### src/rtl/day01_floor_stream.sv
// Streaming AoC 2015 day-1 floor solver (part 1 final floor, part 2 first TARGET_FLOOR position).
// Optional running floor extremes outputs are enabled with macro DAY01_EXTREMES_EN.
module day01_floor_stream #(
    parameter int                      PART         = 1,
    parameter int                      WIDTH        = 32,
    parameter int                      POS_WIDTH    = 32,
    parameter logic signed [WIDTH-1:0] TARGET_FLOOR = '1
) (
    input  logic                    clk,
    input  logic                    rst_n,
    input  logic                    clear,
    input  logic                    in_valid,
    output logic                    in_ready,
    input  logic [7:0]              input_char,
    input  logic                    in_last,
    output logic signed [WIDTH-1:0] floor_out,
    output logic signed [WIDTH-1:0] result_out,
    output logic                    result_valid,
    output logic                    found,
`ifdef DAY01_EXTREMES_EN
    output logic signed [WIDTH-1:0] floor_min,
    output logic signed [WIDTH-1:0] floor_max,
`endif
    output logic                    overflow
);

    typedef enum logic [1:0] {IDLE, RUN, DONE} state_t;

    localparam logic signed [WIDTH-1:0] FLOOR_MAX = {1'b0, {(WIDTH-1){1'b1}}};
    localparam logic signed [WIDTH-1:0] FLOOR_MIN = {1'b1, {(WIDTH-1){1'b0}}};
    localparam logic signed [WIDTH-1:0] ONE       = {{(WIDTH-1){1'b0}}, 1'b1};

    state_t                  state, state_nxt;
    logic [POS_WIDTH-1:0]    pos, pos_nxt;
    logic signed [WIDTH-1:0] floor_nxt;
    logic                    accept, is_up, is_down, is_paren;
    logic                    floor_wrap, pos_wrap, hit;

    // A step wraps when it leaves the two's-complement range in its direction.
    function automatic logic step_wraps(input logic signed [WIDTH-1:0] f,
                                        input logic up, input logic down);
        return (up && f == FLOOR_MAX) || (down && f == FLOOR_MIN);
    endfunction

    assign in_ready = (state != DONE) && !clear;
    assign accept   = in_valid && in_ready;
    assign is_up    = (input_char == 8'h28);
    assign is_down  = (input_char == 8'h29);
    assign is_paren = is_up || is_down;

    always_comb begin
        floor_nxt  = floor_out;
        pos_nxt    = pos;
        floor_wrap = step_wraps(floor_out, is_up, is_down);
        pos_wrap   = is_paren && (&pos);
        if (is_up) begin
            floor_nxt = floor_out + ONE;
        end else if (is_down) begin
            floor_nxt = floor_out - ONE;
        end
        if (is_paren) begin
            pos_nxt = pos + POS_WIDTH'(1);
        end
        hit = (PART == 2) && is_paren && !found && (floor_nxt == TARGET_FLOOR);
    end

    always_comb begin
        state_nxt = state;
        case (state)
            IDLE:    if (accept) state_nxt = in_last ? DONE : RUN;
            RUN:     if (accept && in_last) state_nxt = DONE;
            DONE:    state_nxt = DONE;
            default: state_nxt = IDLE;
        endcase
    end

    always_ff @(posedge clk or negedge rst_n) begin
        if (!rst_n) begin
            state        <= IDLE;
            floor_out    <= '0;
            pos          <= '0;
            result_out   <= '0;
            result_valid <= 1'b0;
            found        <= 1'b0;
            overflow     <= 1'b0;
        end else if (clear) begin
            state        <= IDLE;
            floor_out    <= '0;
            pos          <= '0;
            result_out   <= '0;
            result_valid <= 1'b0;
            found        <= 1'b0;
            overflow     <= 1'b0;
        end else begin
            state <= state_nxt;
            if (accept) begin
                floor_out <= floor_nxt;
                pos       <= pos_nxt;
                if (floor_wrap || pos_wrap) overflow <= 1'b1;
                // Part 2 answer freezes at the first hit; part 1 answer is the final floor.
                if (hit) begin
                    found      <= 1'b1;
                    result_out <= $signed(WIDTH'(pos_nxt));
                end
                if (in_last) begin
                    result_valid <= 1'b1;
                    if (PART == 1) result_out <= floor_nxt;
                end
            end
        end
    end

`ifdef DAY01_EXTREMES_EN
    always_ff @(posedge clk or negedge rst_n) begin
        if (!rst_n) begin
            floor_min <= '0;
            floor_max <= '0;
        end else if (clear) begin
            floor_min <= '0;
            floor_max <= '0;
        end else if (accept) begin
            if (floor_nxt < floor_min) floor_min <= floor_nxt;
            if (floor_nxt > floor_max) floor_max <= floor_nxt;
        end
    end
`endif

endmodule
### config.mk
export PLATFORM = sky130hd
export DESIGN_NAME = day01_floor_stream
export DESIGN_NICKNAME = d
export VERILOG_FILES = /design/src/rtl/day01_floor_stream.sv
export SDC_FILE = /design/constraint.sdc
export NUM_CORES = 1
export LEC_CHECK = 0
export ABC_AREA = 1
export CORE_UTILIZATION = 45
export DETAILED_ROUTE_END_ITERATION = 10
export HOLD_SLACK_MARGIN = 0.02
export PLACE_DENSITY_LB_ADDON = 0.1
export SLEW_MARGIN = 20
export SYNTH_ARGS = -nofsm -noshare
export SYNTH_HDL_FRONTEND = slang
export SYNTH_SLANG_ARGS = --single-unit
### constraint.sdc
create_clock -name clk -period 5.7 [get_ports clk]
set_input_delay 1.14 -clock clk [delete_from_list [all_inputs] [get_ports clk]]
set_output_delay 1.14 -clock clk [all_outputs]
set_load 0.01 [all_outputs]
# Yosys cells after proc, flatten, opt, wreduce, memory -nomap -nowiden
# Cells that the tools add are included.
[word_totals]
ff_bits = 100
elab_cells = 59
[op_classes]
n_mux = 21
add_sub_neg = 3
n_reduce_logical = 20
n_eq_ne = 9
[op_table]
columns = ["op", "n"]
rows = [
  ["2-to-1 mux 32 bit", 10],
  ["== test 32 bit, second input constant", 2],
  ["adder 32 x 1 -> 32 bit, second input constant", 1],
  ["adder 32 x 2 -> 32 bit, second input constant", 1],
  ["AND reduction 32 bit", 1],
  ["subtractor 32 x 2 -> 32 bit, second input constant", 1],
  ["== test 8 x 6 -> 1 bit, second input constant", 2],
  ["2-to-1 mux 2 bit", 4],
  ["AND reduction 2 bit", 4],
  ["nonzero test 2 bit", 4],
  ["logical AND 1 bit", 6],
  ["2-to-1 mux 1 bit", 6],
  ["!= test 3 bit, second input constant", 2],
  ["case mux 2 bit (3 select lines)", 1],
  ["logical OR 1 bit", 3],
  ["== test 2 x 1 -> 1 bit, second input constant", 1],
  ["== test 2 bit, second input constant", 1],
  ["logical NOT 2 bit", 1],
  ["!= test 2 bit, second input constant", 1],
  ["logical NOT 1 bit", 1],
]

# Longest topological paths before layout
[depth]
ltp_word = 7
depth_mapped = 12
mapped_depth_nobuf = 12

# Least setup slack after synthesis
# No wires, ideal clock.
[synth_timing]
path_type = "input to output"
startpoint = "input port clear"
endpoint = "output port in_ready"
t_arrival_ns = 1.657
cell_stages = 3
n_path_buf = 2
setup_slack_ns = 2.903
path_cell_list = "buf_6 clkbuf_1 nor2_1"
[synth_between]
elab_chain_len = 2
[synth_rtl]
columns = ["item", "line_no", "source"]
rows = [
  ["from (decl)", "11", "input logic clear,"],
  ["logical NOT 1 bit", "45", "assign in_ready = (state != DONE) && !clear;"],
  ["logical AND 1 bit", "45", ""],
  ["to (decl)", "13", "output logic in_ready,"],
]
# No other way between the ends.

# Final worst setup path
# Ends and elaborated chain as after synthesis.

==> results.toml <==
[yosys]
ys_ff_latch = 100
synth_compound_area_share_pct = 9.23
yosysSeqAreaShare_pct = 37.8
ys_types = 48
ys.flop_type = "dfrtp_1"
synth_area_um2 = 6610
synth_top_family_by_area = "simple AND/OR/NAND/NOR gates"
synth_edf_count = 0
synth_area_leaders = "dfrtp_1 38%, nand2_1 18%, nor2_1 6.4%, nand3_1 6.0%, inv_1 5.6%"
ys_warn_count = 0
synth_mux_area_share_pct = 0
avgSynthCellArea_um2 = 6.65
netlist_instances = 994
synthSimpleGateAreaFrac_pct = 41.5
synthAdderAreaFrac_pct = 1.32
synthXorXnorAreaFrac_pct = 1.06
synth_top_area_share_pct = 37.8
synth_top_cell_by_area = "dfrtp_1"
syn_nets = 1014
ys_async_sr_fraction_pct = 100

[sta]
tns_ns = 0
relSlewSlack_pct = 28.4
setup_viol = 0
max_freq_mhz = 251
period_needed_ns = 3.99
worst_pin_slew_ns = 1.07
finalHoldViolations = 0
setup_ws_ns = 1.71
fin_crit_sh_pct = 70.0
maxSlewViolCount = 0
grt_setup_unrepaired = "no"
finalClockSkew_ns = 0.0105

[finish]
diodes = 0
layout_common_cells = "324 x nand2_1, 113 x nor2_1, 100 x dfrtp_1"
multi_input_area_um2 = 3520
regArea_um2 = 2500
area_growth_pct = 17.3
fill_cells = 1436
fin_nets = 1068
final_common_cell = "nand2_1"
drive_above_1_share_pct = 4.84

[clocking]
insertion_delay_ns = 0.37
clock-sinks = 100
post_cts_resized = 0
tritoncts = "built"
holdBufCountCts = 0
clock-root-buffer = "clkbuf_16"
cts_setup_buffers = 0
clock_path_buffers = 2
clkTransAtPathRegs_ns = 0.07
cts_max_level = 3
numCtsBuffers = 9

[floorplanning]
std_cell_rows = 43
die_h_um = 123
core_um2 = 14100
start_util_pct = 46.9
io-pin-count = 81
die_w_um = 123
die_area_um2 = 15200

[pwr]
powerDensity_nw_per_um2 = 199
clockPowerShare_pct = 41.7
seqPwrFrac_pct = 47.4
p_sw_uw = 423
power.total_uw = 1540
p_int_uw = 1120
switching_share_pct = 27.4
p_leak_uw = 0.00361
combPwrFrac_pct = 10.8
peakVddDrop_mv = 0.199

[routing]
routedWlPerCell_um = 14.7
drc = 0
drt_wl_total_mm = 18.2
via_count = 6483
postRouteAntennaNets = 0
drtIter0Drc = 466
first_pass_iters = 5
via_per_inst = 5.26

[critical_path]
path_max_fanout = 18
worstPathArrival_ns = 2.85
worst-setup-path-type = "primary input to output port"
startpoint_type = "primary input"
cp.required_ns = 4.56
worst_setup_path_end_kind = "output port"

[global_route]
overflow = 0
track_usage_pct = 25.6
grt_pass1_wl_mm = 30.4
grt_pass1_vias = 6113
grt_max_degree = 72
antenna_found_initial = 0

[placed_design]
port_buffers = 79
dp_hpwl_mm = 13.2
gp_congestion = 0.951
place_ws_ns = 1.61

[flow_run]
cap_viol_max_count = 0

[hold_path]
hold_class = "register to register"

[outcome]
run_status = "finished clean"
==> flip-flops by register name, indices dropped and copies added, names as in the netlist <==
| name | count |
|---|---|
| state | 2 |
| floor_out | 32 |
| overflow | 1 |
| result_valid | 1 |
| result_out | 32 |
| pos | 32 |
==> path summary, 6_finish.rpt <==
check | start | endpoint | slack (ns) | depth (start not counted)
worst max-delay path | clear | in_ready | 1.71 | 3
worst min-delay path | result_out[29]$_DFFE_PN0P_ | result_out[29]$_DFFE_PN0P_ | 0.48 | 2
worst max register to register | state[0]$_DFFE_PN0P_ | state[1]$_DFFE_PN0P_ | 3.13 | 9
worst min register to register | result_out[29]$_DFFE_PN0P_ | result_out[29]$_DFFE_PN0P_ | 0.48 | 2
max in group asynchronous | rst_n | pos[31]$_DFFE_PN0P_ | 3.83 | 2
min in group asynchronous | rst_n | result_out[14]$_DFFE_PN0P_ | 0.90 | 1
==> cells in the mapped netlist, types with 8 or more instances <==
cell and instances:
nand2_1 324, nor2_1 113, dfrtp_1 100, inv_1 98
nand3_1 79, o21ai_0 69, nand4_1 52, nor3_1 30
clkbuf_1 20, a21oi_1 17, buf_2 12, o21ai_1 11
xor2_1 8
==> layer usage <==
metal  wire length, µm  track usage, %  up-vias  share of wire (%)
met5                 0               0        -                  0
met2              8430            42.3      165                 46
met4               269            6.10        0                1.5
li1                  -               -     3327                  -
met1              8580            34.8     2971                 47
met3               882            4.38       20                4.9
==> through the flow <==
stage / instances / utilization [%] / instance area [µm²] / hold slack (ns)
floorplan: 994 / - / 6610 / 0.454
global placement: 1217 / 52.8 / 7450 / 0.465
detailed placement: 1217 / 52.8 / 7450 / 0.468
CTS: 1233 / 55.0 / 7760 / 0.486
global route: 1233 / 55.0 / 7760 / 0.506
finish: 1233 / 55.0 / 7760 / 0.478
==> cell families (layout without fill, tap and decap cells) <==
| logic type | Yosys count | in the layout |
|---|---|---|
| fa+ha+maj | 7 | 7 |
| compound gates | 112 | 112 |
| simple gates | 624 | 624 |
| other cells | 1 | 1 |
| xor+xnor | 8 | 8 |
| flops | 100 | 100 |
| buf+inv | 142 | 201 |
==> worst max-delay path, cell delays in order <==
cell             delay [ns]
clkdlybuf4s50_1        0.89
nor2_1                 0.26
clkdlybuf4s50_1        0.56
==> power by group through the flow <==
stage | clock network, µW | registers, µW | logic [µW]
after floorplan | 0 | 745 | 110
after global placement | 0 | 747 | 167
after detailed placement | 0 | 747 | 168
final | 644 | 733 | 168
after global routing | 689 | 734 | 190
after CTS | 661 | 733 | 169
==> layout make-up <==
cell class	instances	share of cell area (%)
timing repair buffer	83	10.5
clock inverter	7	1.08
clock buffer	9	2.90
sequential	100	32.3
multi-input combinational	752	45.4
inverter	102	4.95
tap	180	2.90
Power figures use the tool's default switching activity.
